### config.mk
export PLATFORM = sky130hd
export DESIGN_NAME = fetch_pc_ctrl
export DESIGN_NICKNAME = d
export VERILOG_FILES = /design/src/rtl/fetch_pc_ctrl.sv
export SDC_FILE = /design/constraint.sdc
export NUM_CORES = 1
export LEC_CHECK = 0
export CORE_ASPECT_RATIO = 0.5
export CORE_UTILIZATION = 55
export CTS_CLUSTER_DIAMETER = 30
export CTS_CLUSTER_SIZE = 12
export DETAILED_ROUTE_END_ITERATION = 7
export GPL_TIMING_DRIVEN = 0
export PLACE_DENSITY = 0.94
export SLEW_MARGIN = 5
export SYNTH_ARGS = -nofsm -noshare
export SYNTH_HDL_FRONTEND = slang
export SYNTH_SLANG_ARGS = --single-unit
### constraint.sdc
create_clock -name Clock -period 5.3 [get_ports Clock]
set_input_delay 1.06 -clock Clock [delete_from_list [all_inputs] [get_ports Clock]]
set_output_delay 1.06 -clock Clock [all_outputs]
set_load 0.05 [all_outputs]
### src/rtl/fetch_pc_ctrl.sv
// Fetch PC controller: owns the PC, issues single-outstanding imem reads and fills the IF/DEC register.
// Optional FETCH_MISALIGN_TRAP_EN adds a sticky misalign output that parks fetch on a misaligned redirect.
module fetch_pc_ctrl #(
  parameter logic [31:0] RESET_PC = 32'h0000_0000
) (
  input  logic        Clock,
  input  logic        nReset,
  input  logic        flush,
  input  logic        hold,
  input  logic        branch,
  input  logic        bypass,
  input  logic [31:0] PCnext,
  input  logic [31:0] PCcurrent,
  output logic        imem_req,
  output logic [31:0] imem_addr,
  input  logic        imem_gnt,
  input  logic        imem_rvalid,
  input  logic [31:0] imem_rdata,
  output logic [31:0] PCIF,
  output logic [31:0] instrIF,
`ifdef FETCH_MISALIGN_TRAP_EN
  output logic        misalign,
`endif
  output logic        validIF
);

  localparam logic [2:0] BOOT = 3'd0;
  localparam logic [2:0] REQ  = 3'd1;
  localparam logic [2:0] RESP = 3'd2;
  localparam logic [2:0] SKID = 3'd3;
  localparam logic [2:0] DROP = 3'd4;
  localparam logic [31:0] NOP = 32'h0000_0013;

  logic [2:0]  state, stateNext;
  logic [31:0] pc, skidPc, skidData;
  logic        skidValid;
  logic        redirect, trapped;
  logic [31:0] rawTarget, target;
  logic        respTaken, loadResp, toSkid, loadSkid, loadEn;
  logic [31:0] loadPc, loadInstr;

  assign redirect  = branch | bypass;
  assign rawTarget = bypass ? PCnext : (PCcurrent + PCnext);
  assign target    = rawTarget & ~32'h3;

  assign imem_req  = (state == REQ);
  assign imem_addr = pc;

  // In RESP the pc still equals the address of the outstanding read
  assign respTaken = (state == RESP) && imem_rvalid && !redirect;
  assign loadResp  = respTaken && !hold;
  assign toSkid    = respTaken && hold;
  assign loadSkid  = (state == SKID) && skidValid && !redirect && !hold;
  assign loadEn    = loadResp | loadSkid;
  assign loadPc    = loadSkid ? skidPc : pc;
  assign loadInstr = loadSkid ? skidData : imem_rdata;

`ifdef FETCH_MISALIGN_TRAP_EN
  logic trapNow;
  assign trapNow = redirect && (rawTarget[1:0] != 2'b00);
  assign trapped = trapNow | misalign;

  always_ff @(posedge Clock or negedge nReset) begin
    if (!nReset)      misalign <= 1'b0;
    else if (trapNow) misalign <= 1'b1;
  end
`else
  assign trapped = 1'b0;
`endif

  always_comb begin
    stateNext = state;
    case (state)
      BOOT: stateNext = REQ;
      REQ:  if (imem_gnt) stateNext = redirect ? DROP : RESP;
      RESP: begin
        if (imem_rvalid)   stateNext = (redirect || !hold) ? REQ : SKID;
        else if (redirect) stateNext = DROP;
      end
      SKID: if (redirect || !hold) stateNext = REQ;
      DROP: if (imem_rvalid) stateNext = REQ;
      default: stateNext = BOOT;
    endcase
    if (trapped) stateNext = BOOT;
  end

  always_ff @(posedge Clock or negedge nReset) begin
    if (!nReset) state <= BOOT;
    else         state <= stateNext;
  end

  always_ff @(posedge Clock or negedge nReset) begin
    if (!nReset)        pc <= RESET_PC;
    else if (redirect)  pc <= target;
    else if (respTaken) pc <= pc + 32'd4;
  end

  always_ff @(posedge Clock or negedge nReset) begin
    if (!nReset) begin
      skidValid <= 1'b0;
      skidPc    <= '0;
      skidData  <= NOP;
    end else if (redirect || loadSkid) begin
      skidValid <= 1'b0;
    end else if (toSkid) begin
      skidValid <= 1'b1;
      skidPc    <= pc;
      skidData  <= imem_rdata;
    end
  end

  // A held entry stays visible to decode; otherwise it is a one-cycle pulse
  always_ff @(posedge Clock or negedge nReset) begin
    if (!nReset) begin
      PCIF    <= '0;
      instrIF <= NOP;
      validIF <= 1'b0;
    end else if (redirect || trapped) begin
      instrIF <= NOP;
      validIF <= 1'b0;
    end else if (loadEn) begin
      PCIF    <= loadPc;
      instrIF <= loadInstr;
      validIF <= 1'b1;
    end else if (flush || !hold) begin
      validIF <= 1'b0;
    end
  end

endmodule

==> impl_metrics.py <==
metrics = {
    "status": {
        "status": "finished, final reports clean",
    },
    "global_routing": {
        "grt_antenna_before_repair": 0,
        "grt_max_degree": 103,
        "gr-usage-all-layers": 0.3499,
        "grt_pass1_wl_microns": 46250,
        "grt_pass1_vias": 9026,
        "gr-total-overflow": 0,
    },
    "yosys": {
        "synth-edff-count": 0,
        "avgSynthCellArea_sq_um": 9.182,
        "yosysSeqAreaShare": 0.4426,
        "netlist_area_sq_mm": 0.009007,
        "synthCells": 981,
        "synth-seq-cells": 159,
        "synth_warnings": 0,
        "async_reset_ff_frac": 1.000,
        "ys_types": 72,
        "synth-main-ff-cell": "dfrtp_1",
    },
    "clock_network": {
        "cts.sinks": 159,
        "clock_latency_ps": 430,
        "cts_resized": 0,
        "cts_max_level": 4,
        "cts_buffer_depth": 2,
        "cts_tree": "done",
        "post-cts-setup-buffers": 0,
        "ctsHoldBuffers": 0,
        "path_clk_slew_ps": 60,
        "cts_root_buf": "clkbuf_16",
        "cts-buffers-inserted": 17,
    },
    "flow_run": {
        "cap_violations": 0,
    },
    "cells_and_area": {
        "design_area_sq_mm": 0.01187,
        "n_antenna_cell": 0,
        "drive_above_1_share": 0.1097,
        "final_util": 0.7563,
        "nNetsFinal": 1334,
        "syn_to_final_growth_pct": 31.78,
    },
    "routing": {
        "drc": 0,
        "post_drt_wl_per_cell_microns": 20.18,
        "drtIter0Drc": 1177,
        "detail_route.vias_per_cell": 6.276,
        "drt_pass1_iterations": 6,
        "ant_nets": 0,
        "vias": 8994,
        "routed_wl_microns": 28920,
    },
    "worst_setup_path": {
        "end_kind": "register",
        "critical_path_arrival_ps": 4210,
        "rr_startpoint": "state[1]",
        "critPathMaxFanout": 5,
        "worstPathRequired_ps": 5610,
        "r2r_end": "PCIF[10]",
        "reg2reg_setup_slack_ps": 2060,
        "critPathKind": "in -> reg",
        "reg2regPathDepth": 6,
        "start_kind": "primary input",
    },
    "min_path": {
        "holdPathEnd": "instrIF[1]",
        "min_from": "instrIF[1]",
        "min_path_cells": 2,
        "hold_class": "reg -> reg",
    },
    "timing": {
        "drv_slew": 0,
        "rsz0062_at_grt": "false",
        "max_freq_ghz": 0.2566,
        "tns_ps": 0,
        "finalCritPeriodShare": 0.7354,
        "worst_pin_slew_ps": 1136,
        "fin_crit_ps": 3898,
        "finalClockSkew_ps": 10.54,
        "slew_headroom": 0.2368,
        "final_hold_viol_count": 0,
        "setup_ws_ps": 1402,
        "hold_ws_ps": 490.1,
        "finalSetupViolations": 0,
    },
    "floorplan": {
        "std_cell_rows": 32,
        "fp.dieH_microns": 92.49,
        "initial_core_util": 0.5739,
        "ioPinCount": 202,
        "core-area_sq_mm": 0.01570,
        "fp.dieW_microns": 183.0,
        "die_area_sq_mm": 0.01692,
    },
    "power": {
        "irDropWorstVdd_uv": 214.0,
        "p_per_area_mw_per_mm2": 376.4,
        "leakagePower_nw": 5.307,
    },
    "place": {
        "hpwlAfterDp_microns": 20340,
        "io_buffers": 195,
        "place_area_sq_mm": 0.01128,
        "dp_slack_ps": 1008,
        "gp_congestion": 0.9096,
    },
}
[flip-flops by register name (all words and copies together), names as in the netlist]
| register | cells |
|---|---|
| PCIF | 30 |
| imem_addr | 30 |
| skidPc | 30 |
| validIF | 1 |
| skidData | 32 |
| state | 3 |
| skidValid | 1 |
| instrIF | 32 |
[kinds of logic after synthesis]
| family | share of synthesized area |
|---|---|
| AND/OR/NAND/NOR | 0.1829 |
| AO/OA/AOI/OAI | 0.1756 |
| multiplexers | 0.07862 |
| buffers and inverters | 0.03889 |
| flip-flops | 0.4426 |
| other | 0.0004163 |
| XOR/XNOR | 0.03792 |
| adder cells (fa/ha/maj) | 0.04306 |
[cell usage after synthesis, types with 16 or more instances]
cell type | count | area share
nor2_1 | 105 | 0.044
ha_1 | 31 | 0.043
clkbuf_1 | 51 | 0.021
a21oi_1 | 53 | 0.029
xor2_1 | 23 | 0.022
dfrtp_1 | 153 | 0.43
nand3_1 | 54 | 0.030
nand2_1 | 144 | 0.060
mux2_2 | 62 | 0.078
inv_1 | 18 | 0.0075
a31oi_1 | 70 | 0.049
xnor2_1 | 16 | 0.016
o21ai_0 | 27 | 0.015
[critical path: stages]
cell             delay (ps)
clkdlybuf4s50_1         460
ha_1                    400
and4_1                  250
a21boi_0                140
a211oi_2                440
o22ai_2                 180
nand2b_4                220
a221oi_2                320
mux2_2                  380
nor4b_1                 350
[power breakdown]
group | total, W | switching [W] | leakage (nW) | internal (W)
combinational | 0.00149 | 0.000908 | 2.91 | 0.000586
clock | 0.00126 | 0.000505 | 0.291 | 0.000751
sequential | 0.00172 | 0.000218 | 2.11 | 0.00150
total | 0.00447 | 0.00163 | 5.31 | 0.00284
[layout make-up]
class                      count  area, sq um
timing repair buffer         196         1984
fill                        1035         3825
clock inverter                11        140.1
sequential                   159         3986
inverter                      18        67.56
clock buffer                  21        450.4
tap                          221        276.5
buffer                        66        282.8
multi-input combinational    741         4682
[how the worst max path moves through the flow]
stage / startpoint / to / slack, ps
5_1_grt: PCnext[2] / imem_addr[31] / 1320
3_5_place_dp: PCnext[9] / imem_addr[31] / 1010
3_3_place_gp: nReset / instrIF[7] / -2910
6_report: PCnext[9] / imem_addr[31] / 1400
2_1_floorplan: PCnext[2] / imem_addr[31] / 1840
4_1_cts: PCnext[9] / imem_addr[31] / 1430
[layer usage]
metal	share of wire	track usage	up-vias
li1	-	-	3953
met1	0.41	0.4551	4317
met2	0.46	0.5631	605
met3	0.093	0.07078	119
met4	0.041	0.1715	0
met5	0	0	-
[placed cells by master (no fill, tap or decap), types with 5 or more instances in the layout]
cell               n
a21o_1             9
nor3_1             9
inv_1             18
a31oi_1           70
a211oi_1          11
dfrtp_1          153
mux2_2            62
and3_1            11
dfstp_2            6
ha_1              31
nand2_1          144
buf_2              8
o21a_1             7
nand3_1           54
xnor2_1           16
clkbuf_1          54
clkinv_2           5
xor2_1            23
nor2_1           105
o22ai_1            8
a21oi_1           53
and4_1             5
a22oi_1            5
o21ai_0           27
clkbuf_16         17
clkdlybuf4s50_1  194
nand4_1           10
[metrics by stage]
stage | cells | power, W
after floorplan | 984 | 0.002619
after global placement | 1400 | 0.003106
after detailed placement | 1401 | 0.003179
after CTS | 1433 | 0.004435
final | 1433 | 0.004468
after global routing | 1433 | 0.004622
Note: power is estimated with default switching activity, not from simulation.
